<file path="src/rtl/median_pkg.sv">
// Shared types and helpers for the median-filter sequencer: FSM encoding,
// counter sizing and the default drain timeout.
package median_pkg;

  typedef enum logic [2:0] {
    IDLE   = 3'd0,
    LOAD   = 3'd1,
    FILTER = 3'd2,
    DRAIN  = 3'd3,
    DONE   = 3'd4
  } median_state_e;

  localparam int DRAIN_MAX_DEF = 64;

  // Snapshot of sequencer control state for waveform viewing and checker binding.
  typedef struct packed {
    logic [2:0] state;
    logic       pulse;
    logic       timeout;
  } median_dbg_t;

  // One spare bit so a counter can hold the terminal value n itself.
  function automatic int cnt_width(input int n);
    return $clog2(n) + 1;
  endfunction

endpackage

</file>
<file path="src/rtl/median_pix_counter.sv">
// Saturating up-counter with synchronous clear; tc_o flags the terminal value MAX.
module median_pix_counter #(
  parameter int W   = 5,
  parameter int MAX = 16
) (
  input  logic         clk,
  input  logic         reset,
  input  logic         clr_i,
  input  logic         inc_i,
  output logic [W-1:0] cnt_o,
  output logic         tc_o
);

  localparam logic [W-1:0] MAX_V = W'(MAX);

  logic [W-1:0] cnt_q, cnt_d;

  always_comb begin
    cnt_d = cnt_q;
    if (clr_i) begin
      cnt_d = '0;
    end else if (inc_i && (cnt_q != MAX_V)) begin
      cnt_d = cnt_q + W'(1);
    end
  end

  always_ff @(posedge clk or negedge reset) begin
    if (!reset) begin
      cnt_q <= '0;
    end else begin
      cnt_q <= cnt_d;
    end
  end

  assign cnt_o = cnt_q;
  assign tc_o  = (cnt_q == MAX_V);

endmodule

</file>
<file path="src/rtl/median_seq_ctrl.sv">
// Load / filter / drain sequencer for the median-filter datapath.
// Optional MEDIAN_SEQ_CTRL_BORDER_EN adds out_border, tagging edge-of-frame outputs.
module median_seq_ctrl
  import median_pkg::*;
#(
  parameter int DATA_WIDTH = 8,
  parameter int IMG_W      = 256,
  parameter int IMG_H      = 256,
  parameter int DRAIN_MAX  = DRAIN_MAX_DEF
) (
  input  logic                  clk,
  input  logic                  reset,
  input  logic                  start,
  input  logic                  abort,
  input  logic                  src_valid,
  input  logic [DATA_WIDTH-1:0] src_data,
  output logic                  src_ready,
  input  logic                  snk_ready,
  output logic                  en,
  output logic                  push_pop1,
  output logic                  push_pop2,
  output logic [DATA_WIDTH-1:0] dp_data,
  input  logic                  dp_valid,
  output logic                  out_last,
  output logic                  busy,
  output logic                  done,
  output logic                  timeout
`ifdef MEDIAN_SEQ_CTRL_BORDER_EN
  ,
  output logic                  out_border
`endif
);

  localparam int N  = IMG_W * IMG_H;
  localparam int CW = cnt_width(N);
  localparam int DW = cnt_width(DRAIN_MAX);
  localparam logic [CW-1:0] LAST_IDX = CW'(N - 1);

  localparam logic [2:0] ST_IDLE   = IDLE;
  localparam logic [2:0] ST_LOAD   = LOAD;
  localparam logic [2:0] ST_FILTER = FILTER;
  localparam logic [2:0] ST_DRAIN  = DRAIN;
  localparam logic [2:0] ST_DONE   = DONE;

  logic [2:0]            state_q, state_d;
  logic                  pulse_q, pulse_d;
  logic                  timeout_q, timeout_d;
  logic [DATA_WIDTH-1:0] dp_data_q, dp_data_d;

  logic hs, start_ok, clr, filt_inc, drain_inc;
  logic [CW-1:0] load_cnt, filt_cnt, out_cnt;
  logic [DW-1:0] drain_cnt;
  logic load_tc, filt_tc, out_tc, drain_tc;

  median_dbg_t dbg;
  logic        unused_ok;

  // src_ready drops as soon as the last pixel is in, and abort gates it at once.
  assign src_ready = (state_q == ST_LOAD) && !load_tc && !abort;
  assign hs        = src_valid && src_ready;
  assign start_ok  = (state_q == ST_IDLE) && start && !abort;
  assign clr       = start_ok || abort;
  assign filt_inc  = en && (state_q == ST_FILTER);
  assign drain_inc = (state_q == ST_DRAIN);

  median_pix_counter #(.W(CW), .MAX(N)) u_load_cnt (
    .clk(clk), .reset(reset), .clr_i(clr), .inc_i(hs),
    .cnt_o(load_cnt), .tc_o(load_tc)
  );

  median_pix_counter #(.W(CW), .MAX(N)) u_filt_cnt (
    .clk(clk), .reset(reset), .clr_i(clr), .inc_i(filt_inc),
    .cnt_o(filt_cnt), .tc_o(filt_tc)
  );

  median_pix_counter #(.W(CW), .MAX(N)) u_out_cnt (
    .clk(clk), .reset(reset), .clr_i(clr), .inc_i(dp_valid),
    .cnt_o(out_cnt), .tc_o(out_tc)
  );

  median_pix_counter #(.W(DW), .MAX(DRAIN_MAX)) u_drain_cnt (
    .clk(clk), .reset(reset), .clr_i(clr), .inc_i(drain_inc),
    .cnt_o(drain_cnt), .tc_o(drain_tc)
  );

  always_comb begin
    en        = 1'b0;
    push_pop1 = 1'b0;
    push_pop2 = 1'b0;
    if (!abort) begin
      case (state_q)
        ST_LOAD: begin
          en        = pulse_q;
          push_pop1 = pulse_q;
        end
        ST_FILTER: begin
          en        = snk_ready && !filt_tc;
          push_pop2 = 1'b1;
        end
        ST_DRAIN: en = snk_ready;
        default: ;
      endcase
    end
  end

  always_comb begin
    state_d   = state_q;
    timeout_d = timeout_q;
    case (state_q)
      ST_IDLE: begin
        if (start_ok) begin
          state_d   = ST_LOAD;
          timeout_d = 1'b0;
        end
      end
      ST_LOAD:   if (load_tc) state_d = ST_FILTER;
      ST_FILTER: if (filt_inc && (filt_cnt == LAST_IDX)) state_d = ST_DRAIN;
      ST_DRAIN: begin
        // A frame that completes on the same cycle the budget runs out is a success.
        if (out_tc) begin
          state_d = ST_DONE;
        end else if (drain_tc) begin
          state_d   = ST_DONE;
          timeout_d = 1'b1;
        end
      end
      ST_DONE: state_d = ST_IDLE;
      default: state_d = ST_IDLE;
    endcase
    if (abort && (state_q != ST_IDLE)) begin
      state_d   = ST_IDLE;
      timeout_d = timeout_q;
    end
  end

  assign pulse_d   = hs;
  assign dp_data_d = hs ? src_data : dp_data_q;

  always_ff @(posedge clk or negedge reset) begin
    if (!reset) begin
      state_q   <= ST_IDLE;
      pulse_q   <= 1'b0;
      timeout_q <= 1'b0;
      dp_data_q <= '0;
    end else begin
      state_q   <= state_d;
      pulse_q   <= pulse_d;
      timeout_q <= timeout_d;
      dp_data_q <= dp_data_d;
    end
  end

  assign dp_data  = dp_data_q;
  assign busy     = (state_q != ST_IDLE);
  assign done     = (state_q == ST_DONE) && !abort;
  assign timeout  = timeout_q;
  assign out_last = dp_valid && (out_cnt == LAST_IDX);

  assign dbg       = '{state: state_q, pulse: pulse_q, timeout: timeout_q};
  assign unused_ok = ^{dbg, load_cnt, drain_cnt};

`ifdef MEDIAN_SEQ_CTRL_BORDER_EN
  localparam int RW  = cnt_width(IMG_H);
  localparam int CLW = cnt_width(IMG_W);

  logic [RW-1:0]  row_q, row_d;
  logic [CLW-1:0] col_q, col_d;

  // Raster position of the next output pixel; wraps at the end of each frame.
  always_comb begin
    row_d = row_q;
    col_d = col_q;
    if (clr) begin
      row_d = '0;
      col_d = '0;
    end else if (dp_valid) begin
      if (col_q == CLW'(IMG_W - 1)) begin
        col_d = '0;
        row_d = (row_q == RW'(IMG_H - 1)) ? '0 : row_q + RW'(1);
      end else begin
        col_d = col_q + CLW'(1);
      end
    end
  end

  always_ff @(posedge clk or negedge reset) begin
    if (!reset) begin
      row_q <= '0;
      col_q <= '0;
    end else begin
      row_q <= row_d;
      col_q <= col_d;
    end
  end

  assign out_border = dp_valid && ((row_q == '0) || (row_q == RW'(IMG_H - 1)) ||
                                   (col_q == '0) || (col_q == CLW'(IMG_W - 1)));
`endif

endmodule

</file>
<file path="config.mk">
export PLATFORM = sky130hd
export DESIGN_NAME = median_seq_ctrl
export DESIGN_NICKNAME = d
export VERILOG_FILES = /design/src/rtl/median_pkg.sv /design/src/rtl/median_pix_counter.sv /design/src/rtl/median_seq_ctrl.sv
export SDC_FILE = /design/constraint.sdc
export NUM_CORES = 1
export LEC_CHECK = 0
export CAP_MARGIN = 30
export CORE_ASPECT_RATIO = 1.4
export CORE_MARGIN = 1
export CORE_UTILIZATION = 59
export CTS_CLUSTER_SIZE = 12
export DETAILED_ROUTE_END_ITERATION = 6
export GPL_TIMING_DRIVEN = 1
export PLACE_DENSITY_LB_ADDON = 0.25
export SETUP_SLACK_MARGIN = 0.4
export SLEW_MARGIN = 10
export SYNTH_ARGS = -nofsm -noshare
export SYNTH_HDL_FRONTEND = slang
export SYNTH_HIERARCHICAL = 1
export SYNTH_SLANG_ARGS = --single-unit
</file>
<file path="constraint.sdc">
create_clock -name clk -period 4.3 [get_ports clk]
set_input_delay 0.645 -clock clk [delete_from_list [all_inputs] [get_ports clk]]
set_output_delay 0.645 -clock clk [all_outputs]
set_load 0.05 [all_outputs]
</file>
## Word level (Yosys, flattened, before mapping)

Index checks and enable logic that the tools add are counted.

| storage, ports and cells | value |
|---|---|
| logic and storage cells | 87 |
| output and inout port bits | 16 |
| memories | 0 |
| input bits | 15 |
| bits in latches | 0 |
| register bits | 71 |
| memory bits (read-only) | 0 |
| bits in writable memories | 0 |

| cells by class | value |
|---|---|
| magnitude comparators | 0 |
| div/mod/pow operators | 0 |
| muxes and demuxes | 25 |
| equality and inequality tests | 21 |
| shift operators | 0 |
| multiply operators | 0 |
| reductions and logical operators | 28 |
| add/subtract/negate cells | 4 |
| bitwise gates (word level) | 1 |

Operators by type and width:

| kind | count |
|---|---|
| $mux 17 | 6 |
| $add 17x1->17 const B | 3 |
| $eq 17x17->1 const B | 3 |
| $ne 17x17->1 const B | 3 |
| $eq 17x16->1 const B | 2 |
| $mux 3 | 6 |
| $logic_and 1x1->1 | 15 |
| $mux 7 | 2 |
| $pmux 3 s4 | 1 |
| $reduce_bool 2->1 | 5 |
| $mux 1 | 8 |
| $add 7x1->7 const B | 1 |
| $eq 7x7->1 const B | 1 |
| $ne 7x7->1 const B | 1 |
| $eq 3x2->1 const B | 2 |
| $ne 2x2->1 const B | 3 |
| $ne 3x2->1 const B | 2 |
| $reduce_and 5->1 | 1 |
| $ne 4x4->1 const B | 1 |
| $reduce_and 4->1 | 1 |
| $eq 3x1->1 const B | 1 |
| $eq 3x3->1 const B | 1 |
| $logic_not 1->1 | 3 |
| $logic_not 3->1 | 1 |
| 6 further kinds | 6 |

## Longest topological paths before layout

| depth | value |
|---|---|
| word-level depth | 10 |
| gate-level depth with buffers | 11 |
| gate-level depth less buffers | 11 |

## Hierarchy

The synthesis kept the hierarchy.

By module, submodules not included:

| module | area each (um^2) | instances | sequential area each (um^2) | cells each |
|---|---|---|---|---|
| median_pix_counter (u_filt_cnt ...) | 943.4 | 3 | 425.4 | 97 |
| median_seq_ctrl | 783.3 | 1 | 325.3 | 74 |
| median_pix_counter (u_drain_cnt) | 437.9 | 1 | 175.2 | 46 |

## Worst setup path before layout

OpenSTA, ideal clock, no wires.

| path | value |
|---|---|
| path type | flip-flop to flip-flop |
| start | reg u_load_cnt.cnt_q[0] (netlist: u_load_cnt/cnt_o[0]) |
| end | reg u_load_cnt.cnt_q[15] (netlist: u_load_cnt/cnt_o[15]) |
| data arrival time | 3.083 ns |
| setup time | 0.077 ns |
| stages on the path, launching flop included | 12 |
| data required time | 4.223 ns |
| buffers on the path | 0 |
| period minus slack after synthesis | 3.160 ns |
| slack | 1.140 ns |
| path through | dfrtp_1 > inv_1 > ha_1 > or4b_2 > nor4_1 > nor2_8 > nand2_4 > inv_1 > nand4_1 > nor4_1 > a31o_2 > a21oi_1 |

| between the ends | value |
|---|---|
| cells in the longest elaborated chain, start to end | 7 |
| elaborated cells on any way between the ends | 11 |
| classes of those cells | 1 x add/sub; 2 x eq/ne; 2 x mux; 6 x reduce/logical |

Ends and longest elaborated chain:

| element | line | RTL |
|---|---|---|
| start, declared | median_pix_counter.sv:16 | `logic [W-1:0] cnt_q, cnt_d;` |
| start signal, assigned | median_pix_counter.sv:31 | `cnt_q <= cnt_d;` |
| $eq 17x17->1 | median_pix_counter.sv:36 | `assign tc_o = (cnt_q == MAX_V);` |
| named net load_tc | median_seq_ctrl.sv:53 | `logic load_tc, filt_tc, out_tc, drain_tc;` |
| $logic_not 1->1 | median_seq_ctrl.sv:59 | `assign src_ready = (state_q == ST_LOAD) && !load_tc && !abort;` |
| $logic_and 1x1->1 (2 in series) | median_seq_ctrl.sv:59 |  |
| named net src_ready | median_seq_ctrl.sv:17 | `output logic src_ready,` |
| $logic_and 1x1->1 | median_seq_ctrl.sv:60 | `assign hs = src_valid && src_ready;` |
| named net hs | median_seq_ctrl.sv:50 | `logic hs, start_ok, clr, filt_inc, drain_inc;` |
| $logic_and 1x1->1 | median_pix_counter.sv:22 | `end else if (inc_i && (cnt_q != MAX_V)) begin` |
| $reduce_bool 2->1 (no line) | - |  |

The timed path passes the listed nets, and every way through them passes these cells. The select of a mux whose other input is x is not followed.
A chain may end at the register's enable or synchronous reset.

## Worst setup path after layout

| path | value |
|---|---|
| start | reg u_load_cnt.cnt_q[0] (netlist: u_load_cnt/cnt_o[0]) |
| end | out src_ready |

| between the ends | value |
|---|---|
| cells in the longest elaborated chain, start to end | 4 |

Ends and longest elaborated chain:

| element | line |
|---|---|
| $eq 17x17->1 | median_pix_counter.sv:36 |
| named net load_tc | median_seq_ctrl.sv:53 |
| $logic_not 1->1 | median_seq_ctrl.sv:59 |
| $logic_and 1x1->1 (2 in series) | median_seq_ctrl.sv:59 |
| end, declared | median_seq_ctrl.sv:17 |

The timed path passes the listed nets, and every way through them passes these cells.

==> impl_metrics.tcl <==
set metrics [dict create \
    setup_viol 0 \
    htree_levels 3 \
    post-route-worst-setup-slack_ns 0.7287 \
    power_density_nw_per_um2 318.3 \
    start_kind "flip-flop" \
    yosysUniqueCellTypes 49 \
    viasPerCell 6.110 \
    finalSetupTns_ns 0 \
    rsz0062_at_grt "no" \
    avgSynthCellArea_sq_um 9.857 \
    gp_congestion 0.9355 \
    arrival_ns 2.93 \
    io_pins 31 \
    ant_nets 0 \
    synth_top_area_share_pct 43.85 \
    max_slew_margin_pct 53.53 \
    critical_path_class "reg2out" \
    synth_area_leaders "dfrtp_1, xnor2_1, nand4_1" \
    seq_area_frac_synth_pct 43.85 \
    grt_use_total_pct 27.25 \
    clockRootBuffer "clkbuf_8" \
    via_count 3324 \
    tightestPinTransition_ns 0.6906 \
    routedWlPerCell_um 16.24 \
    ys_warn_count 6 \
    hpwl_um 6299 \
    cts_num_sinks 71 \
    dr.pass1.iters 5 \
    synthCells 411 \
    ir_worst_vdd_mv 0.2417 \
    antenna_cells 0 \
    layout-drive-gt1-share_pct 12.83 \
    grt_overflow 0 \
    cts_max_path_buffers 2 \
    maxSlewViolCount 0 \
    synth-seq-cells 71 \
    synth_nets 434 \
    crit_required_ns 3.65 \
    cts_hold_buf 0 \
    synth-main-ff-cell "dfrtp_1" \
    die_width_um 72.04 \
    cts_inserted_buffers 9 \
    fp.dieH_um 100.1 \
    outcome "completed" \
    crit_path_end_kind "primary output" \
    synth_area_sq_um 4051 \
    drv_cap 0 \
    dp_slack_ns 0.7990 \
    p_leak_nw 1.908 \
    power_mw 1.477 \
    insertion_delay_ns 0.34 \
    core_area_sq_um 6613 \
    synth_edf_count 0 \
    clock_skew_ns 0.007670 \
    synth-async-reset-ratio_pct 100.0 \
    postRouteWirelength_um 8835 \
    synth_common_cells "dfrtp_1, nor2_1, o21ai_0, nand4_1, nand2_1" \
    final_core_util_pct 70.16 \
    yosysTopAreaCell "dfrtp_1" \
    drcViolationCount 0 \
    start_util_pct 61.27 \
    nets 470 \
    synth.most_common_cell "dfrtp_1" \
    clk_pin_slew_ns 0.08 \
    antenna_found_initial 0 \
    grt_pass1_vias 3370 \
    hold_slack_ns 0.09003 \
    syn2layout_area_growth_pct 14.52 \
    period_minus_slack_ns 3.571 \
    fmax_mhz 280.0 \
    cts_tree "done" \
    cp_max_fo 4 \
    drt-initial-drc-count 182 \
    placementRows 35 \
    die_area_sq_um 7207 \
    hold_viol 0 \
    hp-class "in2async" \
    grt_max_degree 49 \
    io_buffers 30 \
    grt_pass1_wl_um 15370 \
    fin_crit_sh_pct 83.05 \
]
==> report_power, final <==
part	leakage (nW)	internal, mW	switching (mW)
registers	0.974	0.696	0.0195
clock network	0.0894	0.240	0.244
logic	0.845	0.108	0.169
total	1.91	1.04	0.433
==> registers in the layout, summed over array words and instances (netlist names) <==
register           count
dp_data                8
pulse_q                1
u_filt_cnt/cnt_o      17
u_load_cnt/cnt_o      17
timeout                1
u_drain_cnt/cnt_o      7
state_q                3
u_out_cnt/cnt_o       17
==> layout make-up <==
type                    instances  area, sq um
repair buffers                 35        347.8
fillers                       513         1973
flip-flops and latches         71         1777
inverters                      23        86.33
clock inverters                 3        17.52
well taps                      92        115.1
clock buffers                  13        158.9
multi-input cells             307         2137
==> worst max-delay path, cell delays in order (launching register included) <==
cell and delay [ns]:
dfrtp_1 0.41, inv_1 0.11, ha_1 0.15, or4b_2 0.65
nor4_1 0.28, buf_4 0.23, nor2_8 0.05, clkdlybuf4s50_1 0.71
==> cells in the final DEF, fill, tap and decap left out, types with 4 or more instances in the layout <==
master / netlist / routed
a21oi_1: 19 / 19
and3_1: 5 / 5
buf_4: 4 / 4
clkbuf_8: 0 / 11
clkdlybuf4s50_1: 0 / 28
dfrtp_1: 71 / 71
ha_1: 8 / 8
inv_1: 23 / 23
mux2_4: 8 / 8
nand2_1: 24 / 24
nand3_1: 15 / 15
nand4_1: 25 / 25
nor2_1: 40 / 40
nor2b_1: 8 / 8
nor3_1: 10 / 10
nor4_1: 13 / 13
o21ai_0: 26 / 26
or3_1: 11 / 11
or4_1: 10 / 10
or4_4: 6 / 6
or4b_4: 4 / 4
xnor2_1: 18 / 18
xor2_1: 11 / 11
==> metal layers <==
layer | part of all wire (%) | track usage (%) | vias to the layer above
met5 | 0 | 0 | -
li1 | - | - | 1585
met1 | 42 | 32.40 | 1646
met4 | 1.9 | 10.86 | 0
met3 | 3.4 | 4.719 | 18
met2 | 53 | 48.48 | 75
==> stage by stage <==
stage | instances | area [sq um]
floorplan | 411 | 4051
global placement | 527 | 4441
detailed placement | 527 | 4441
CTS | 543 | 4617
global route | 544 | 4639
finish | 544 | 4639
==> cell families after synthesis <==
family,after synthesis,synth area share [%]
muxes,12,3.984
AOI/OAI and AO/OA,59,9.790
and+or+nand+nor,199,30.20
xor gates and xnor gates,29,6.269
buffers and inverters,33,3.428
adders and majority gates,8,2.471
DFF,71,43.85
==> path summary, 6_finish.rpt <==
check | startpoint | end | slack (ns) | cells past startpoint
worst max-delay path | u_load_cnt/cnt_o[0] | src_ready | 0.73 | 7
worst min-delay path | reset | u_out_cnt/cnt_o[11] | 0.09 | 1
worst max register to register | u_load_cnt/cnt_o[0] | u_load_cnt/cnt_o[9] | 1.39 | 12
worst min register to register | dp_data[6] | dp_data[6] | 0.52 | 1
max in group asynchronous | reset | dp_data[0] | 3.52 | 3
min in group clk | dp_data[6] | dp_data[6] | 0.52 | 1
==> what timing repair did <==
action                     in CTS  in global routing
buffers inserted                0                  0
gates resized for setup         0                  1
setup endpoints to repair       0                  1
(Power assumes the default switching activity.)
